==> src/rtl/cpu_pkg.sv <==
// Shared CPU definitions: reset PC, NOP encoding, PC increment, fetch FSM states.
package cpu_pkg;
  localparam logic [31:0] RESET_PC_DEFAULT = 32'h0000_0000;
  localparam logic [31:0] NOP_INST         = 32'h0000_0000;
  localparam int          PC_INC           = 4;

  typedef enum logic {
    IDLE  = 1'b0,
    FETCH = 1'b1
  } fetch_state_t;
endpackage

==> src/rtl/fetch_stage_if_id_reg.sv <==
// IF/ID pipeline register: captures the fetched word when load is high.
// Latency: 1 cycle. Backpressure: load low holds contents; flush overrides load and hold.
module if_id_reg
  import cpu_pkg::*;
#(
  parameter int PC_W = 32
) (
  input  logic            clk,
  input  logic            rst,
  input  logic            load,
  input  logic            flush,
  input  logic [PC_W-1:0] pc,
  input  logic [31:0]     inst,
  input  logic            adel,
  output logic [PC_W-1:0] if_pc,
  output logic [31:0]     if_inst,
  output logic            if_valid,
  output logic            if_adel
);

  always_ff @(posedge clk) begin
    if (rst) begin
      if_pc    <= '0;
      if_inst  <= NOP_INST;
      if_valid <= 1'b0;
      if_adel  <= 1'b0;
    end else if (flush) begin
      // if_pc is left alone; only the payload and its qualifiers are squashed
      if_inst  <= NOP_INST;
      if_valid <= 1'b0;
      if_adel  <= 1'b0;
    end else if (load) begin
      if_pc    <= pc;
      if_inst  <= inst;
      if_valid <= 1'b1;
      if_adel  <= adel;
    end
  end

endmodule

==> src/rtl/fetch_stage.sv <==
// MIPS instruction fetch: PC, pending redirect, IDLE/FETCH FSM; FETCH_ALIGN_CHECK_EN enables address-error capture.
// Latency: 1 cycle imem_addr -> if_inst. Backpressure: stall holds pc and IF/ID, latching any redirect as pending.
module fetch_stage
  import cpu_pkg::*;
#(
  parameter int              PC_W     = 32,
  parameter logic [PC_W-1:0] RESET_PC = PC_W'(RESET_PC_DEFAULT)
) (
  input  logic            clk,
  input  logic            rst,
  input  logic            stall,
  input  logic            flush,
  input  logic            redirect_valid,
  input  logic [PC_W-1:0] redirect_pc,
  output logic            imem_ce,
  output logic [PC_W-1:0] imem_addr,
  input  logic [31:0]     imem_data,
  output logic [PC_W-1:0] if_pc,
  output logic [31:0]     if_inst,
  output logic            if_valid,
  output logic            if_adel
);

  fetch_state_t    state, state_nxt;
  logic [PC_W-1:0] pc, next_pc, tgt;
  logic [PC_W-1:0] pend_pc;
  logic            pend_valid;
  logic            fetch_en;
  logic            misalign;
  logic [31:0]     inst_in;

`ifdef FETCH_ALIGN_CHECK_EN
  assign tgt      = redirect_pc;
  assign misalign = |pc[1:0];
`else
  assign tgt      = redirect_pc & ~PC_W'(3);
  assign misalign = 1'b0;
`endif

  assign fetch_en  = (state == FETCH) && !stall;
  assign imem_ce   = fetch_en && !misalign;
  assign imem_addr = pc;
  assign inst_in   = misalign ? NOP_INST : imem_data;

  always_comb begin
    state_nxt = state;
    case (state)
      IDLE:    state_nxt = FETCH;
      FETCH:   state_nxt = FETCH;
      default: state_nxt = IDLE;
    endcase
  end

  always_comb begin
    next_pc = pc + PC_W'(PC_INC);
    if (redirect_valid)  next_pc = tgt;
    else if (pend_valid) next_pc = pend_pc;
  end

  always_ff @(posedge clk) begin
    if (rst) begin
      state      <= IDLE;
      pc         <= RESET_PC;
      pend_valid <= 1'b0;
      pend_pc    <= '0;
    end else begin
      state <= state_nxt;
      if (fetch_en) begin
        pc         <= next_pc;
        pend_valid <= 1'b0;
      end else if (state == FETCH && redirect_valid) begin
        // stalled: remember the latest target until the stall releases
        pend_valid <= 1'b1;
        pend_pc    <= tgt;
      end
    end
  end

  if_id_reg #(.PC_W(PC_W)) u_if_id (
    .clk      (clk),
    .rst      (rst),
    .load     (fetch_en),
    .flush    (flush),
    .pc       (pc),
    .inst     (inst_in),
    .adel     (misalign),
    .if_pc    (if_pc),
    .if_inst  (if_inst),
    .if_valid (if_valid),
    .if_adel  (if_adel)
  );

endmodule

==> config.mk <==
export PLATFORM = sky130hd
export DESIGN_NAME = fetch_stage
export DESIGN_NICKNAME = d
export VERILOG_FILES = /design/src/rtl/cpu_pkg.sv /design/src/rtl/fetch_stage_if_id_reg.sv /design/src/rtl/fetch_stage.sv
export SDC_FILE = /design/constraint.sdc
export NUM_CORES = 1
export LEC_CHECK = 0
export ABC_CLOCK_PERIOD_IN_PS = 1990
export CAP_MARGIN = 10
export CORE_MARGIN = 1.5
export CORE_UTILIZATION = 30
export CTS_CLUSTER_DIAMETER = 200
export CTS_CLUSTER_SIZE = 20
export DETAILED_ROUTE_END_ITERATION = 8
export GPL_TIMING_DRIVEN = 0
export PLACE_DENSITY = 0.59
export REMOVE_ABC_BUFFERS = 1
export SLEW_MARGIN = 0
export SYNTH_ARGS = -nofsm -noshare
export SYNTH_HDL_FRONTEND = slang
export SYNTH_SLANG_ARGS = --single-unit
export TNS_END_PERCENT = 30
==> constraint.sdc <==
create_clock -name clk -period 1.99 [get_ports clk]
set_clock_uncertainty 0.15 [all_clocks]
set_input_delay 0.398 -clock clk [delete_from_list [all_inputs] [get_ports clk]]
set_output_delay 0.398 -clock clk [all_outputs]
set_load 0.05 [all_outputs]
# ---- Yosys cells after proc, flatten, opt, wreduce, memory -nomap -nowiden
# Cells that the tools add are included.
dict set report word_totals {
  in_bits 69
  output_inout_bits 99
  elab_cells 20
  regBits 129
}
dict set report classes {
  addsub 1
  bitwise 2
  n_mux 3
  n_reduce_logical 7
}
# operator count
set ops {}
lappend ops {{$mux W32} 2}
lappend ops {{$add A32 B3 Y32 const B} 1}
lappend ops {{$reduce_and A2 Y1} 2}
lappend ops {{$reduce_or A2 Y1} 2}
lappend ops {{$logic_and A1 B1 Y1} 2}
lappend ops {{$not A1 Y1} 2}
lappend ops {{$logic_not A1 Y1} 1}
lappend ops {{$mux W1} 1}

# ---- Depth between registers and ports, before layout
dict set report logic_depth {
  word_depth 4
  mapped_depth 7
  depth_no_buf 6
}

# ---- Modules after synthesis
# Synthesis repeated with hierarchy kept, for this count alone.
dict set report hier_totals {
  cells_unflattened 721
  area_unflattened_um2 6112.1
}
# mod n_inst seq_area_each_um2 cells_per_inst area_per_inst_um2
set by_module_without_submodules {}
lappend by_module_without_submodules {fetch_stage 1 1241.2 465 3389.5}
lappend by_module_without_submodules {if_id_reg 1 1321.3 256 2722.6}

# ---- Worst setup path before layout
# No wires, ideal clock.
dict set report synth_path {
  kind {reg2reg}
  start {register pc[5] (netlist: imem_addr[5])}
  end {register pc[29] (netlist: imem_addr[29])}
  synth_period_minus_slack_ns 2.294
  t_arrival_ns 2.056
  path_stages_with_launch 7
  path_buffers 1
  required_ns 1.752
  setup_time_ns 0.088
  setup_slack_ns -0.304
  cell_sequence {dfxtp_1 > buf_2 > nand4_4 > or3_4 > nor4_4 > a31oi_1 > nor4_2}
}
dict set report synth_via {
  elab_chain_len 3
}
# item line_no
set synth_rtl {}
lappend synth_rtl {{start, declared} fetch_stage.sv:25} ;# logic [PC_W-1:0] pc, next_pc, tgt;
lappend synth_rtl {{start signal, assigned} fetch_stage.sv:69} ;# pc <= next_pc;
lappend synth_rtl {{$add A32 B3 Y32} fetch_stage.sv:55} ;# next_pc = pc + PC_W'(PC_INC);
lappend synth_rtl {{$mux W32} fetch_stage.sv:57} ;# else if (pend_valid) next_pc = pend_pc;
lappend synth_rtl {{$mux W32} fetch_stage.sv:56} ;# if (redirect_valid) next_pc = tgt;
# No other way between the ends.
# A chain may end at the register's enable or synchronous reset.

# ---- Final worst setup path
dict set report layout_path {
  start {register pc[7] (netlist: imem_addr[7])}
  end {register pc[25] (netlist: imem_addr[25])}
}
# The elaborated chain is that of the path after synthesis.

==> run_results.csv <==
group,metric,value,unit
worst_setup_path,crit_chain,"nand4_4 -> or3_4 -> nor4_4 -> buf_4 -> nand4_1 -> and4_1",
sta,rsz0062_at_grt,"yes",
die,rows,49,
drt,drc,0,
drt,wl,19200,µm
worst_setup_path,cp_max_fo,6,
clock_tree,clkLatencyLatePin,420,ps
pwr,ir_worst_vdd,0.574,mV
layout,num_antenna_cells,0,
worst_setup_path,crit_path_end_kind,"flop",
logic_synthesis,synth-edff-count,0,
placement,place_area,7380,µm²
sta,clock.fmax,497,MHz
worst_setup_path,cp.arrival,2180,ps
worst_setup_path,r2r-start,"imem_addr[7]",
outcome,failed_checks,"negative setup slack",
pwr,swShare,26.2,%
worst_setup_path,crit_slowest_cell,"or3_4",
worst_setup_path,r2r_slack,-20,ps
layout,fillers,1828,
logic_synthesis,synth_flop_cell,"dfxtp_1",
logic_synthesis,synth_top_family_by_area,"simple AND/OR/NAND/NOR gates",
logic_synthesis,ys_seq_area_share,44.4,%
drt,ant_nets,0,
placement,io_buffers,160,
layout,final_area,8200,µm²
worst_setup_path,max_stage_delay,440,ps
pwr,sequentialPowerShare,38.5,%
layout,area_delta_synth_final,45.5,%
clock_tree,clk_pin_slew,60,ps
logic_synthesis,yosys.area_share.simple,26.2,%
pwr,comb_power_share,12.3,%
logic_synthesis,synthAdderAreaFrac,0.222,%
hold_path,holdCritPathClass,"in2reg",
pwr,clockPowerShare,49.1,%
clock_tree,cts_tree,"yes",
clock_tree,cts.sinks,125,
pwr,p_sw,0.00181,W
worst_setup_path,crit_family,"simple AND/OR/NAND/NOR gates",
drt,via_count,5713,
sta,post-route-period-util,101,%
global_route,first_global_vias,5191,
logic_synthesis,async_reset_ff_share,0,%
logic_synthesis,synth.distinct_cells,60,
pwr,p_leak,3.21,nW
placement,gp_congestion,0.734,
logic_synthesis,syn_avg_cell_area,7.61,µm²
global_route,antenna_found_initial,0,
clock_tree,cts-root-buf,"clkbuf_16",
sta,finalHoldViolCount,0,
clock_tree,numCtsBuffers,17,
die,die_x,140,µm
die,start_util,31.0,%
die,die_y,140,µm
sta,tightest_slew,815,ps
outcome,status,"finished, violations left",
global_route,grt_pass1_wl,30100,µm
pwr,power_density,843,nW/µm²
sta,finalSetupViolCount,1,
die,pin_count,168,
sta,maxSlewHeadroom,45.6,%
die,die_area,19600,µm²
global_route,grt_usage,19.8,%
layout,final_cells,1133,
layout,drive_above_1_share,14.5,%
global_route,grt_max_degree,59,
worst_setup_path,startpoint_type,"flop",
logic_synthesis,syn_inst,741,
worst_setup_path,crit_start,"imem_addr[7]",
drt,routed_via_density,5.04,
worst_setup_path,crit_type,"reg2reg",
job,cap_violations,0,
logic_synthesis,synth_seq_cells,125,
placement,dp.cells,1076,
worst_setup_path,reg2reg_depth,6,
layout,fin_nets,961,
logic_synthesis,yosys_warnings,0,
logic_synthesis,synthXorXnorAreaFrac,1.09,%
worst_setup_path,worstSetupEndpoint,"imem_addr[25]",
clock_tree,clockBufferDepth,2,
drt,first_pass_iters,5,
worst_setup_path,cp.depth,6,
worst_setup_path,required,2160,ps
sta,final.setup.worst_slack,-24.0,ps
worst_setup_path,rr_endpoint,"imem_addr[25]",
sta,min_period,2010,ps
sta,holdWs,242,ps
sta,finalMaxSlewViolations,0,
pwr,p_int,0.00510,W
placement,dp.final_hpwl,11500,µm
die,core_area,18200,µm²
global_route,grt-ovfl-total,0,
logic_synthesis,synth_mux_area_share,1.07,%
worst_setup_path,crit_buf_inv,1,
logic_synthesis,syn-cell-area,5640,µm²
drt,drt_iter0_drc,482,
clock_tree,htreeDepth,4,
drt,routedWlPerCell,17.0,µm
logic_synthesis,synth_compound_area_share,20.9,%
-- power groups by stage --
stage	clock, W	combinational (W)	sequential [W]
floorplan	0	0.000264	0.00288
finish	0.00340	0.000852	0.00266
detailed placement	0	0.000842	0.00272
CTS	0.00346	0.000842	0.00266
global placement	0	0.000810	0.00273
global route	0.00359	0.000915	0.00267
-- stage by stage --
| stage | power, W | setup TNS, ps | worst slack (ps) | utilization (%) |
|---|---|---|---|---|
| after floorplan | 0.00314 | -216240 | -3000 | - |
| after global placement | 0.00354 | -574620 | -6400 | 39.8 |
| after detailed placement | 0.00356 | -140130 | -1810 | 40.5 |
| after CTS | 0.00696 | 0 | 2.31 | 44.6 |
| after global routing | 0.00718 | -484 | -100 | 45.0 |
| final | 0.00691 | -24.0 | -24.0 | 45.0 |
-- area by class of cell --
cell class | instances | area [µm²] | area share (%)
inverters | 12 | 62.6 | 0.763
flip-flops and latches | 125 | 2550 | 31.1
well taps | 229 | 287 | 3.49
clock buffers | 17 | 425 | 5.19
clock inverters | 15 | 221 | 2.70
multi-input cells | 548 | 2900 | 35.4
repair buffers | 187 | 1750 | 21.3
-- placed cells by master, fill, tap and decap left out, types with 6 or more instances in the layout --
master / count
dlygate4sd2_1: 75
dfxtp_2: 8
clkbuf_2: 10
nor2_1: 11
a211oi_1: 7
mux2i_1: 6
clkdlybuf4s50_1: 63
clkbuf_16: 17
nor4_1: 6
nand4_1: 10
nand3_1: 9
nand2b_1: 6
buf_4: 25
o21ai_0: 30
a21oi_1: 132
o211ai_1: 10
nand2_1: 224
clkinvlp_4: 7
dfxtp_4: 11
a221oi_1: 6
inv_1: 9
dfxtp_1: 106
a31oi_1: 6
-- worst register-to-register path, delay by kind of cell (launching register included) --
| family | cells | cell delay, ps |
|---|---|---|
| buffers and inverters | 1 | 190 |
| flip-flops | 1 | 380 |
| AND/OR/NAND/NOR | 5 | 1210 |
-- metal layers --
| metal | vias up | global-route usage, % | share of wire [%] |
|---|---|---|---|
| li1 | 2854 | - | - |
| met1 | 2705 | 26.3 | 46 |
| met2 | 135 | 32.5 | 49 |
| met3 | 19 | 3.62 | 3.7 |
| met4 | 0 | 6.81 | 1.5 |
| met5 | - | 0 | 0 |
-- flip-flops by register name, indices dropped and copies added (netlist names) --
name,cells
imem_addr,30
state,1
u_if_id.if_pc,30
pend_valid,1
u_if_id.if_inst,32
u_if_id.if_valid,1
pend_pc,30
-- how the worst min path moves through the flow --
stage	startpoint	to	slack, ps	cells past startpoint
final	rst	imem_addr[2]	240	2
after global routing	rst	pend_pc[2]	240	2
after CTS	rst	pend_pc[13]	230	2
after detailed placement	pend_pc[30]	pend_pc[30]	290	2
after global placement	pend_pc[30]	pend_pc[30]	290	2
after floorplan	pend_pc[24]	pend_pc[24]	280	2
-- logic make-up after synthesis --
family / Yosys count
buffers and inverters: 75
flip-flops: 125
other: 1
XOR/XNOR: 7
multiplexers: 6
AND/OR/NAND/NOR: 318
AO/OA/AOI/OAI: 208
adder cells (fa/ha/maj): 1
-- what timing repair did --
item | in CTS | in global routing
gates resized for setup | 153 | 29
pin swaps | 9 | 9
setup endpoints to repair | 218 | 28
hold buffers | 0 | 0
buffers inserted | 11 | 11
cloned | 3 | 0
-- cells in the mapped netlist, types with 2 or more instances --
master	count	area, µm²
o21ai_0	30	150
nand3b_1	4	30.0
clkinv_1	3	11.3
clkbuf_8	3	41.3
a311oi_1	2	17.5
or2_2	3	18.8
xnor2_1	4	35.0
a31oi_1	6	37.5
a211oi_1	7	52.6
nand4_1	10	62.6
and4_1	3	26.3
o211ai_1	10	75.1
and3_2	2	15.0
and2_1	4	25.0
and3_1	5	31.3
nand3_1	13	65.1
and4_2	2	20.0
clkbuf_1	45	169
nor2_1	13	48.8
or4_1	2	15.0
nor3_4	2	32.5
buf_2	5	25.0
buf_1	4	15.0
a21o_1	3	22.5
xor2_1	3	26.3
nand2b_1	8	50.1
nand2_1	225	845
nor4_1	6	37.5
dfxtp_1	125	2500
o221ai_1	2	17.5
a21oi_1	132	661
inv_1	9	33.8
buf_4	5	37.5
nor3_1	5	25.0
mux2i_1	6	60.1
a221oi_1	6	52.6
No activity file was read; power rests on OpenSTA's default activity.
